$ cat config.mk
export PLATFORM = sky130hd
export DESIGN_NAME = fifo_uart_tx
export DESIGN_NICKNAME = d
export VERILOG_FILES = /design/src/rtl/fifo_uart_tx.sv
export SDC_FILE = /design/constraint.sdc
export NUM_CORES = 1
export LEC_CHECK = 0
export ABC_AREA = 1
export CORE_MARGIN = 2
export CORE_UTILIZATION = 51
export DETAILED_ROUTE_END_ITERATION = 8
export GPL_TIMING_DRIVEN = 0
export HOLD_SLACK_MARGIN = 0.05
export PLACE_DENSITY = 0.75
export SYNTH_ARGS = -nofsm -noshare
export SYNTH_HDL_FRONTEND = slang
export SYNTH_SLANG_ARGS = --single-unit
$ cat constraint.sdc
create_clock -name clk -period 2.4 [get_ports clk]
set_clock_uncertainty 0.2 [all_clocks]
set_input_delay 0.6 -clock clk [delete_from_list [all_inputs] [get_ports clk]]
set_output_delay 0.6 -clock clk [all_outputs]
set_load 0.01 [all_outputs]
$ cat src/rtl/fifo_uart_tx.sv
// FIFO-draining UART transmitter: fetches one byte per frame from a show-ahead-free
// FIFO read port and shifts it out as 8 data bits, LSB first, with 1 or 2 stop bits.
module fifo_uart_tx #(
  parameter int CLKS_PER_BIT = 16,
  parameter int STOP_BITS    = 1
) (
  input  logic        clk,
  input  logic        rst,
  input  logic        en,
  input  logic        fifo_empty,
  input  logic [7:0]  fifo_dout,
  output logic        fifo_rd,
  output logic        tx,
  output logic        busy,
  output logic        frame_done,
  output logic [15:0] byte_cnt
);

  localparam int              BW        = $clog2(CLKS_PER_BIT);
  localparam logic [BW-1:0]   BAUD_LAST = BW'(CLKS_PER_BIT - 1);
  localparam logic [2:0]      STOP_LAST = 3'(STOP_BITS - 1);

  typedef enum logic [2:0] {
    IDLE  = 3'd0,
    FETCH = 3'd1,
    LOAD  = 3'd2,
    START = 3'd3,
    DATA  = 3'd4,
    STOP  = 3'd5
  } state_t;

  state_t        state_r, state_s;
  logic [BW-1:0] baud_r, baud_s;
  logic [2:0]    bit_r, bit_s;
  logic [7:0]    shreg_r, shreg_s;
  logic          baud_last_s;
  logic          tx_s, rd_s, busy_s, done_s;

  assign baud_last_s = (baud_r == BAUD_LAST);

  // State, datapath and registered outputs
  always_ff @(posedge clk or negedge rst) begin
    if (!rst) begin
      state_r    <= IDLE;
      baud_r     <= '0;
      bit_r      <= 3'd0;
      shreg_r    <= 8'd0;
      tx         <= 1'b1;
      fifo_rd    <= 1'b0;
      busy       <= 1'b0;
      frame_done <= 1'b0;
      byte_cnt   <= 16'd0;
    end else begin
      state_r    <= state_s;
      baud_r     <= baud_s;
      bit_r      <= bit_s;
      shreg_r    <= shreg_s;
      tx         <= tx_s;
      fifo_rd    <= rd_s;
      busy       <= busy_s;
      frame_done <= done_s;
      if (frame_done) begin
        byte_cnt <= byte_cnt + 16'd1;
      end else begin
        byte_cnt <= byte_cnt;
      end
    end
  end

  // Next-state decode; en and fifo_empty only matter while idle
  always_comb begin
    state_s = state_r;
    case (state_r)
      IDLE: begin
        if (en && !fifo_empty) state_s = FETCH;
        else                   state_s = IDLE;
      end
      FETCH: state_s = LOAD;
      LOAD:  state_s = START;
      START: begin
        if (baud_last_s) state_s = DATA;
        else             state_s = START;
      end
      DATA: begin
        if (baud_last_s && (bit_r == 3'd7)) state_s = DATA == DATA ? STOP : STOP;
        else                                state_s = DATA;
      end
      STOP: begin
        if (baud_last_s && (bit_r == STOP_LAST)) state_s = IDLE;
        else                                     state_s = STOP;
      end
      default: state_s = IDLE;
    endcase
  end

  // Counter/shift updates and output values for the upcoming cycle, so every output is a flop
  always_comb begin
    baud_s  = '0;
    bit_s   = 3'd0;
    shreg_s = shreg_r;
    tx_s    = 1'b1;
    if (state_s != state_r) begin
      baud_s = '0;
      bit_s  = 3'd0;
    end else if (baud_last_s) begin
      baud_s = '0;
      bit_s  = bit_r + 3'd1;
    end else begin
      baud_s = baud_r + BW'(1);
      bit_s  = bit_r;
    end
    if (state_r == LOAD) begin
      shreg_s = fifo_dout;
    end else begin
      shreg_s = shreg_r;
    end
    case (state_s)
      START:   tx_s = 1'b0;
      DATA:    tx_s = shreg_s[bit_s];
      default: tx_s = 1'b1;
    endcase
    rd_s   = (state_s == FETCH);
    busy_s = (state_s != IDLE);
    done_s = (state_s == STOP) && (baud_s == BAUD_LAST) && (bit_s == STOP_LAST);
  end

endmodule

# Yosys cells after proc, flatten, opt, wreduce, memory -nomap -nowiden
# Index checks and enable logic that the tools add are counted.
# totals
register_bits	38
input_bits	12
output_inout_bits	20
word_cells	49
# op_classes
add_sub_neg	3
order_cmp	1
n_eq_ne	13
n_mux	13
reduce_logical	10
# op_table
operator	n
3-bit case mux with 6 select lines	1
16-bit by 1-bit adder with 16-bit output, second input constant	1
3-bit == test, second input constant	5
3-bit two-way mux	4
3-bit by 2-bit == test with 1-bit output, second input constant	3
3-bit logical NOT	3
4-bit == test, second input constant	2
4-bit two-way mux	2
8-bit two-way mux	1
3-bit by 1-bit == test with 1-bit output, second input constant	2
1-bit logical AND	5
4-bit by 1-bit adder with 4-bit output, second input constant	1
3-bit by 4-bit < comparator with 1-bit output, second input constant	1
3-bit by 1-bit adder with 3-bit output, second input constant	1
1-bit binary-select mux with 3-bit select	1
1-bit two-way mux	3
3-bit != test	1
3-bit nonzero test	1
1-bit case mux with 2 select lines	1
1-bit logical NOT	1

# Logic depth before layout (Yosys ltp)
# Gate-level depths: netlist of the first run.
# depth
depth_word	9
ltp_mapped	18

# Worst setup path after synthesis of the first run
# OpenSTA, ideal clock, no wires.
# synth_path
kind	register to register
start	register baud_r[0]
end	register tx
arrival_time_ns	1.764
required_time_ns	2.140
setup_slack_ns	0.376
stages_incl_launch_ff	16
n_path_buf	0
period_less_slack_ns	2.024
cell_sequence	dfrtp_1 -> ha_1 -> nand4_1 -> nand2_2 -> nand2_2 -> nor2_1 -> nand2_1 -> nand2_4 -> nand2_8 -> nor2_8 -> nand3_1 -> nand2_1 -> nand2_1 -> nand2_1 -> nand2_1 -> nand2_1
# synth_via
elab_chain_len	9
word_cells_on_any_way	15
# synth_rtl
element	line	rtl
start, declared	33	logic [BW-1:0] baud_r, baud_s;
start signal, assigned	55	baud_r <= baud_s;
4-bit == test *	39	assign baud_last_s = (baud_r == BAUD_LAST);
1-bit logical AND, on equally long branches	89, 85	
3-bit two-way mux or 1-bit two-way mux (tied branches)	89, 85	
3-bit case mux with 6 select lines	73	case (state_r)
3-bit != test	102	if (state_s != state_r) begin
3-bit two-way mux *	102	
named net bit_s[1]	34	logic [2:0] bit_r, bit_s;
1-bit binary-select mux with 3-bit select *	119	DATA: tx_s = shreg_s[bit_s];
1-bit two-way mux (not written as such) *	119	
1-bit case mux with 2 select lines *	117	case (state_s)
named net tx_s	37	logic tx_s, rd_s, busy_s, done_s;
end signal, assigned	58	tx <= tx_s;
end, declared	13	output logic tx,
# Mark *: on every way through the listed nets, which the timed path passes. The rest lies on a longest branch. The select of a mux whose other input is x is not followed.
# A chain may end at the register's enable or synchronous reset.

# Worst setup path after layout of the first run
# layout_path
start	input port en
end	register tx
# layout_via
elab_chain_len	8
word_cells_on_any_way	10
# layout_rtl
element	line	rtl
start, declared	9	input logic en,
1-bit logical AND	75	if (en && !fifo_empty) state_s = FETCH;
1-bit two-way mux	75	
3-bit case mux with 6 select lines	73	
named net state_s[0]	32	state_t state_r, state_s;
3-bit != test	102	
3-bit two-way mux	102	
named net bit_s[1]	34	
1-bit binary-select mux with 3-bit select	119	
1-bit two-way mux (not written as such)	119	
1-bit case mux with 2 select lines	117	
named net tx_s	37	
# The timed path passes the listed nets, and every way through them passes these cells. The select of a mux whose other input is x is not followed.

==> insert_results.sql, run 1 <==
INSERT INTO impl_metrics (metric_group, metric, value, unit) VALUES
('status', 'status', 'finished clean', ''),
('drt', 'route.detailed.wl_per_inst', '11.1', 'um'),
('timing', 'finalCriticalPeriod', '2.16', 'ns'),
('drt', 'viasPerCell', '4.80', ''),
('clocking', 'cts.repair_timing.setup_buffer_count', '0', ''),
('timing', 'finalSetupTns', '0', 'ns'),
('floorplan', 'die-height', '66.4', 'um'),
('pwr', 'design_internal_power', '1.11', 'mW'),
('critical_path', 'setup.worst_path.start_class', 'primary input', ''),
('global_routing', 'antenna_found_initial', '0', ''),
('clocking', 'tritoncts', 'done', ''),
('floorplan', 'design.die.area', '4400', 'um^2'),
('finish', 'layout.cell_area.non_filler', '2500', 'um^2'),
('finish', 'area.growth.synth_to_final', '26.3', '%'),
('critical_path', 'timing.critical_path.cells', 'clkdlybuf4s50_1, nand2_1, nor2_2, nor2_2, nand2_4, nand2_2, nand2_4, nand2_8, nor2_8, nand3_1, nand2_1, nand2_1, nand2_1, nand2_1, nand2_1', ''),
('global_routing', 'globalRouteOverflowTotal', '0', ''),
('clocking', 'clock_sinks', '38', ''),
('logic_synthesis', 'synthDistinctLibCells', '32', ''),
('global_routing', 'via_count_of_the_first_global_routing_pass', '1450', ''),
('placed_design', 'dp_hpwl', '2.54', 'mm'),
('global_routing', 'grt_start_max_net_pins', '39', ''),
('clocking', 'clk_latency', '0.29', 'ns'),
('pwr', 'power_switching', '251', 'uW'),
('placed_design', 'buffer_ports.inserted', '31', ''),
('logic_synthesis', 'syn-mean-instance-area', '9.10', 'um^2'),
('finish', 'insertedDiodeCount', '0', ''),
('critical_path', 'worst_setup_path_startpoint', 'en', ''),
('floorplan', 'floorplan.core_area', '3690', 'um^2'),
('clocking', 'ctsHtreeMaxLevel', '2', ''),
('pwr', 'clock_network_power_share', '0.489', ''),
('pwr', 'power-per-cell-area', '545', 'nW/um^2'),
('critical_path', 'slowest_delay', '0.45', 'ns'),
('timing', 'maximum_clock_rate', '464', 'MHz'),
('logic_synthesis', 'synth_nets', '235', ''),
('job', 'max-cap-violations', '0', ''),
('logic_synthesis', 'synth-seq-cells', '38', ''),
('timing', 'max_slew.worst_pin.slew', '0.809', 'ns'),
('pwr', 'sequential_share_of_power', '0.476', ''),
('critical_path', 'critical_path.most_common_cell', 'sky130_fd_sc_hd__nand2_1', ''),
('logic_synthesis', 'part_of_the_yosys_area_used_for_sequential_elements', '0.480', ''),
('logic_synthesis', 'synth_top_flop_cell', 'sky130_fd_sc_hd__dfrtp_1', ''),
('critical_path', 'cp_top_family', 'simple AND/OR/NAND/NOR gates', ''),
('logic_synthesis', 'synthesis.instances', '218', ''),
('critical_path', 'worst_ep_required_time', '2.43', 'ns'),
('critical_path', 'path_buf_inv', '1', ''),
('timing', 'final-max-slew-violation-count', '0', ''),
('critical_path', 'worst-setup-path-type', 'in -> reg', ''),
('finish', 'final_nets', '273', ''),
('pwr', 'p_total', '1.37', 'mW'),
('critical_path', 'endpoint_kind', 'flop', ''),
('pwr', 'worst_ir_drop_vdd', '0.348', 'mV'),
('critical_path', 'timing.critical_path.depth', '15', ''),
('logic_synthesis', 'fraction_of_synthesized_cell_area_taken_by_the_top_area_cell_type', '0.467', ''),
('logic_synthesis', 'synth_enable_flop_cells', '0', ''),
('clocking', 'max-clock-path-buffers', '2', ''),
('finish', 'drive_above_1_share', '0.136', ''),
('logic_synthesis', 'ys_async_sr_fraction', '1.00', ''),
('pwr', 'switching_share', '0.184', ''),
('drt', 'route.final.wire_length', '3.37', 'mm'),
('logic_synthesis', 'ys_top_cells_by_area', 'sky130_fd_sc_hd__dfrtp_1 (47%), sky130_fd_sc_hd__inv_1 (8.1%), sky130_fd_sc_hd__nand2_1 (8.1%), sky130_fd_sc_hd__xor2_1 (6.6%), sky130_fd_sc_hd__ha_1 (3.2%)', ''),
('pwr', 'p_leak', '1.26', 'nW'),
('critical_path', 'rr_startpoint', 'baud_r[0]', ''),
('drt', 'drc', '0', ''),
('timing', 'final_min_period_over_clock_period', '0.899', ''),
('floorplan', 'die_width', '66.4', 'um'),
('critical_path', 'worst-path-max-fanout', '7', ''),
('floorplan', 'io_pins', '32', ''),
('drt', 'first_pass_iters', '4', ''),
('timing', 'max_slew_margin', '0.461', ''),
('timing', 'fin_worst_hold_slack', '0.196', 'ns'),
('worst_hold_path', 'hp_class', 'in -> async', '');
[worst paths after layout]
check	end	slack, ns
max in group asynchronous	baud_r[0]	1.25
hold reg to reg	byte_cnt[15]	0.28
min in group clk	byte_cnt[15]	0.28
setup / recovery	tx	0.24
hold / removal	byte_cnt[0]	0.20
setup reg to reg	tx	0.26
[per-stage QoR]
stage	worst slack, ns	util
final	0.243	0.679
after global routing	0.0163	0.679
after CTS	0.128	0.675
after detailed placement	-0.0641	0.637
after global placement	-0.354	0.638
after floorplan	0.376	-
[per-layer routing]
metal,vias to the layer above,routed length (um),global-route usage
li1,753,-,-
met1,674,1540,0.227
met2,31,1630,0.321
met3,7,146,0.0511
met4,0,53,0.0689
met5,-,0,0
[what timing repair did]
item	4_1_cts	5_1_grt
endpoints found under the setup margin	0	2
hold buffers	0	0
gates resized for setup	0	3
[synthesized netlist by cell type (2+ instances only)]
cell                      number
sky130_fd_sc_hd__dfrtp_1      37
sky130_fd_sc_hd__ha_1          5
sky130_fd_sc_hd__inv_1        43
sky130_fd_sc_hd__inv_2         2
sky130_fd_sc_hd__nand2_1      43
sky130_fd_sc_hd__nand2_2       3
sky130_fd_sc_hd__nand2_4       2
sky130_fd_sc_hd__nand3_1       9
sky130_fd_sc_hd__nand4_1       9
sky130_fd_sc_hd__nor2_1       12
sky130_fd_sc_hd__nor2_2        3
sky130_fd_sc_hd__nor3_1        5
sky130_fd_sc_hd__o21ai_0      10
sky130_fd_sc_hd__xnor2_1       3
sky130_fd_sc_hd__xor2_1       15
[worst reg2reg max path, cell delays in order (launching register included)]
cell	delay [ns]
sky130_fd_sc_hd__dfrtp_2	0.43
sky130_fd_sc_hd__ha_4	0.18
sky130_fd_sc_hd__nand4_1	0.14
sky130_fd_sc_hd__nand2_2	0.15
sky130_fd_sc_hd__nand2_2	0.08
sky130_fd_sc_hd__nor2_1	0.10
sky130_fd_sc_hd__nand2_1	0.09
sky130_fd_sc_hd__nand2_4	0.14
sky130_fd_sc_hd__nand2_8	0.10
sky130_fd_sc_hd__nor2_8	0.12
sky130_fd_sc_hd__nand3_1	0.09
sky130_fd_sc_hd__nand2_1	0.06
sky130_fd_sc_hd__nand2_1	0.04
sky130_fd_sc_hd__nand2_1	0.07
sky130_fd_sc_hd__nand2_1	0.05
sky130_fd_sc_hd__nand2_1	0.06
[flip-flops by register name, summed over array words and instances, names as in the netlist]
register    cells
baud_r          4
bit_r           3
state_r         3
busy            1
fifo_rd         1
byte_cnt       16
tx              1
shreg_r         8
frame_done      1
[layout make-up]
cell class / count / area (um^2)
plain buffers: 1 / 5.00
clock buffers: 6 / 82.6
clock inverters: 2 / 60.1
fillers: 314 / 1180
inverters: 45 / 169
multi-input cells: 134 / 870
flip-flops and latches: 38 / 953
well taps: 48 / 60.1
repair buffers: 31 / 305
[power groups by stage]
| stage | registers, mW | logic, mW | clock network, mW |
|---|---|---|---|
| after floorplan | 0.663 | 0.0152 | 0 |
| final | 0.650 | 0.0479 | 0.667 |
| after detailed placement | 0.663 | 0.0491 | 0 |
| after global routing | 0.651 | 0.0565 | 0.707 |
| after global placement | 0.663 | 0.0497 | 0 |
| after CTS | 0.650 | 0.0494 | 0.680 |
[cells by family (layout without fill, tap and decap cells)]
kind of cell | Yosys count | in the layout | share of synthesized area
adder cells (fa/ha/maj) | 5 | 5 | 0.0315
flip-flops | 38 | 38 | 0.480
AO/OA/AOI/OAI | 14 | 14 | 0.0429
AND/OR/NAND/NOR | 97 | 97 | 0.278
buffers and inverters | 46 | 85 | 0.0877
XOR/XNOR | 18 | 18 | 0.0795
[cell usage in the layout, fill, tap and decap left out, types with 2 or more instances in the layout]
cell type                         count
sky130_fd_sc_hd__inv_1               43
sky130_fd_sc_hd__nand2_1             43
sky130_fd_sc_hd__dfrtp_1             36
sky130_fd_sc_hd__clkdlybuf4s50_1     30
sky130_fd_sc_hd__xor2_1              15
sky130_fd_sc_hd__nor2_1              12
sky130_fd_sc_hd__o21ai_0             10
sky130_fd_sc_hd__nand3_1              9
sky130_fd_sc_hd__nand4_1              9
sky130_fd_sc_hd__clkbuf_8             6
sky130_fd_sc_hd__nor3_1               5
sky130_fd_sc_hd__ha_1                 4
sky130_fd_sc_hd__nand2_2              3
sky130_fd_sc_hd__nor2_2               3
sky130_fd_sc_hd__xnor2_1              3
sky130_fd_sc_hd__inv_2                2
sky130_fd_sc_hd__nand2_4              2
sky130_fd_sc_hd__buf_2                2
sky130_fd_sc_hd__bufinv_16            2
(Power assumes the default switching activity.)
==> run 2, diff against run 1 <==
--- a/config.mk
+++ b/config.mk
@@ -11,6 +11,7 @@
 export DETAILED_ROUTE_END_ITERATION = 8
 export GPL_TIMING_DRIVEN = 0
 export HOLD_SLACK_MARGIN = 0.05
+export MAX_ROUTING_LAYER = met4
 export PLACE_DENSITY = 0.75
 export SYNTH_ARGS = -nofsm -noshare
 export SYNTH_HDL_FRONTEND = slang
==> results of run 2 <==
No change in the layout: final DEF, timing and power equal those of run 1.
Main changes from that run: final weighted congestion in routability-driven placement 0.870 -> 0.884; overall routing resource usage 0.189 -> 0.194
==> run 3, diff against run 2 <==
--- a/config.mk
+++ b/config.mk
@@ -7,12 +7,14 @@
 export LEC_CHECK = 0
 export ABC_AREA = 1
 export CORE_MARGIN = 2
-export CORE_UTILIZATION = 51
+export CORE_UTILIZATION = 30
+export CTS_CLUSTER_DIAMETER = 100
 export DETAILED_ROUTE_END_ITERATION = 8
+export DONT_BUFFER_PORTS = 1
 export GPL_TIMING_DRIVEN = 0
 export HOLD_SLACK_MARGIN = 0.05
 export MAX_ROUTING_LAYER = met4
-export PLACE_DENSITY = 0.75
+export PLACE_DENSITY = 0.42
 export SYNTH_ARGS = -nofsm -noshare
 export SYNTH_HDL_FRONTEND = slang
 export SYNTH_SLANG_ARGS = --single-unit
==> insert_results.sql, run 3 (synthesis gave the netlist of run 1 again) <==
INSERT INTO impl_metrics (metric_group, metric, value, unit) VALUES
('job', 'max-cap-violations', '0', ''),
('global_routing', 'antenna_found_initial', '0', ''),
('finish', 'top_library_cells_by_usage_in_the_layout_fill_and_taps_aside', 'sky130_fd_sc_hd__inv_1 (43), sky130_fd_sc_hd__nand2_1 (43), sky130_fd_sc_hd__dfrtp_1 (37)', ''),
('clocking', 'max-clock-path-buffers', '2', ''),
('timing', 'max_slew.worst_pin.slew', '0.424', 'ns'),
('timing', 'rsz0062_at_grt', 'false', ''),
('timing', 'worst_slack', '0.237', 'ns'),
('pwr', 'worst_ir_drop_vdd', '0.219', 'mV'),
('placed_design', 'place_congestion', '0.714', ''),
('placed_design', 'buffer_ports.inserted', '0', ''),
('worst_hold_path', 'hp_class', 'in -> reg', ''),
('placed_design', 'dp_hpwl', '2.64', 'mm'),
('critical_path', 'endpoint_kind', 'flop', ''),
('drt', 'vias', '1330', ''),
('drt', 'route.final.wire_length', '3.65', 'mm'),
('timing', 'maximum_clock_rate', '462', 'MHz'),
('drt', 'first_pass_iters', '4', ''),
('pwr', 'switching_share', '0.202', ''),
('finish', 'final_nets', '246', ''),
('floorplan', 'rows', '29', ''),
('clocking', 'cts.root.buffer_cell', 'sky130_fd_sc_hd__clkbuf_8', ''),
('global_routing', 'grt_start_max_net_pins', '39', ''),
('floorplan', 'floorplan.core_area', '6390', 'um^2'),
('finish', 'largest-register', 'byte_cnt', ''),
('floorplan', 'die-height', '85.3', 'um'),
('floorplan', 'io_pins', '32', ''),
('finish', 'final_cells', '306', ''),
('pwr', 'design_internal_power', '992', 'uW'),
('floorplan', 'die_width', '85.3', 'um'),
('global_routing', 'via_count_of_the_first_global_routing_pass', '1348', ''),
('timing', 'max_slew_margin', '0.716', ''),
('timing', 'report.final.hold_viol_count', '0', ''),
('finish', 'drive_above_1_share', '0.162', ''),
('finish', 'area.growth.synth_to_final', '13.7', '%'),
('worst_hold_path', 'min_from', 'en', ''),
('floorplan', 'design.die.area', '7280', 'um^2'),
('placed_design', 'post_dp_cell_area', '2080', 'um^2'),
('finish', 'layout.cell_area.non_filler', '2250', 'um^2'),
('drt', 'route.detailed.wl_per_inst', '11.9', 'um'),
('critical_path', 'setup.worst_path.start_class', 'flop', ''),
('clocking', 'clk_latency', '0.29', 'ns'),
('floorplan', 'initial_core_util', '0.311', ''),
('pwr', 'power-per-cell-area', '551', 'nW/um^2'),
('placed_design', 'place_inst', '295', ''),
('clocking', 'tritoncts', 'done', ''),
('finish', 'fillers', '672', ''),
('pwr', 'comb_power_share', '0.029', ''),
('status', 'status', 'finished clean', ''),
('timing', 'final_min_period_over_clock_period', '0.901', ''),
('drt', 'ant_nets', '0', ''),
('critical_path', 'worst_setup_path_startpoint', 'bit_r[0]', ''),
('timing', 'setup-violations-final', '0', ''),
('finish', 'insertedDiodeCount', '0', ''),
('finish', 'largest_register_ff_count', '16', ''),
('global_routing', 'globalRouteOverflowTotal', '0', ''),
('drt', 'viasPerCell', '4.35', ''),
('pwr', 'clock_network_power_share', '0.448', ''),
('global_routing', 'grt_first_pass_wirelength', '6.54', 'mm'),
('placed_design', 'placement.setup.worst_slack', '0.101', 'ns'),
('timing', 'finalCriticalPeriod', '2.16', 'ns'),
('critical_path', 'crit_arrival', '2.20', 'ns'),
('drt', 'detailedRoute.firstIterationViolations', '50', ''),
('clocking', 'ctsHtreeMaxLevel', '2', ''),
('critical_path', 'rr_startpoint', 'bit_r[0]', ''),
('clocking', 'clock_sinks', '38', ''),
('drt', 'drc', '0', ''),
('clocking', 'cts.reportedPaths.clkPinSlew', '0.08', 'ns'),
('timing', 'finalSetupTns', '0', 'ns'),
('critical_path', 'worst-path-max-fanout', '7', ''),
('critical_path', 'worst-setup-path-type', 'reg -> reg', ''),
('pwr', 'p_leak', '1.16', 'nW'),
('global_routing', 'grt_util_all_layers', '0.119', ''),
('pwr', 'sequential_share_of_power', '0.523', ''),
('pwr', 'power_switching', '251', 'uW'),
('timing', 'final-max-slew-violation-count', '0', ''),
('clocking', 'number_of_buffers_added_by_the_clock_tree_synthesis_step', '5', ''),
('finish', 'top_regs', 'byte_cnt (16), shreg_r (8), baud_r (4)', ''),
('critical_path', 'worst_ep_required_time', '2.44', 'ns');
[run 3: critical path: stages (launching register included)]
cell	delay [ns]
sky130_fd_sc_hd__dfrtp_1	0.39
sky130_fd_sc_hd__ha_1	0.20
sky130_fd_sc_hd__ha_1	0.17
sky130_fd_sc_hd__inv_1	0.08
sky130_fd_sc_hd__nor2_2	0.05
sky130_fd_sc_hd__nand2_1	0.06
sky130_fd_sc_hd__nand2_2	0.06
sky130_fd_sc_hd__nor2_2	0.10
sky130_fd_sc_hd__nand2_1	0.08
sky130_fd_sc_hd__nand2_4	0.13
sky130_fd_sc_hd__nand2_8	0.10
sky130_fd_sc_hd__nor2_8	0.12
sky130_fd_sc_hd__nand3_1	0.08
sky130_fd_sc_hd__nand2_1	0.06
sky130_fd_sc_hd__nand2_1	0.04
sky130_fd_sc_hd__nand2_1	0.09
sky130_fd_sc_hd__nand2_1	0.05
sky130_fd_sc_hd__nand2_1	0.05
[run 3: path summary, 6_finish.rpt]
path | to | cells after the start | slack [ns]
setup / recovery | tx | 17 | 0.24
hold / removal | fifo_rd | 2 | 0.26
setup reg to reg | tx | 17 | 0.24
hold reg to reg | byte_cnt[15] | 1 | 0.33
max in group asynchronous | tx | 2 | 1.18
min in group asynchronous | byte_cnt[3] | 2 | 0.56
[run 3: per-stage QoR]
step / hold WS (ns) / utilization / total power [mW]
finish: 0.261 / 0.353 / 1.24
floorplan: 0.104 / - / 0.678
global route: 0.252 / 0.353 / 1.31
global placement: 0.105 / 0.326 / 0.682
detailed placement: 0.106 / 0.326 / 0.682
CTS: 0.245 / 0.348 / 1.28
[run 3: area by class of cell]
type / instances / area (um^2) / area share
Tap cell: 77 / 96.3 / 0.0427
Buffer: 1 / 5.00 / 0.00222
Sequential cell: 38 / 952 / 0.422
Inverter: 45 / 169 / 0.0749
Clock buffer: 6 / 82.6 / 0.0366
Clock inverter: 1 / 30.0 / 0.0133
Multi-Input combinational cell: 134 / 875 / 0.388
Timing Repair Buffer: 4 / 45.0 / 0.0200
[run 3: power by group through the flow]
| stage | logic [mW] | clock network [mW] | registers [mW] |
|---|---|---|---|
| finish | 0.0359 | 0.556 | 0.651 |
| CTS | 0.0383 | 0.587 | 0.650 |
| detailed placement | 0.0188 | 0 | 0.663 |
| global route | 0.0440 | 0.611 | 0.651 |
| floorplan | 0.0152 | 0 | 0.663 |
| global placement | 0.0186 | 0 | 0.663 |
[run 3: timing repair]
action	in CTS	in global routing
hold buffers	2	0
setup buffers	0	2
setup endpoints to repair	0	2
hold endpoints to repair	38	0
resized for setup	0	4
[run 3: routing by layer]
layer  routed length (um)  GRT usage  vias up  part of all wire
met5                    0          -        -                 0
met4                   59     0.0563        0             0.016
met3                  180     0.0418        5             0.049
met2                 1690      0.178       28              0.46
met1                 1720      0.143      593              0.47
li1                     -          -      704                 -
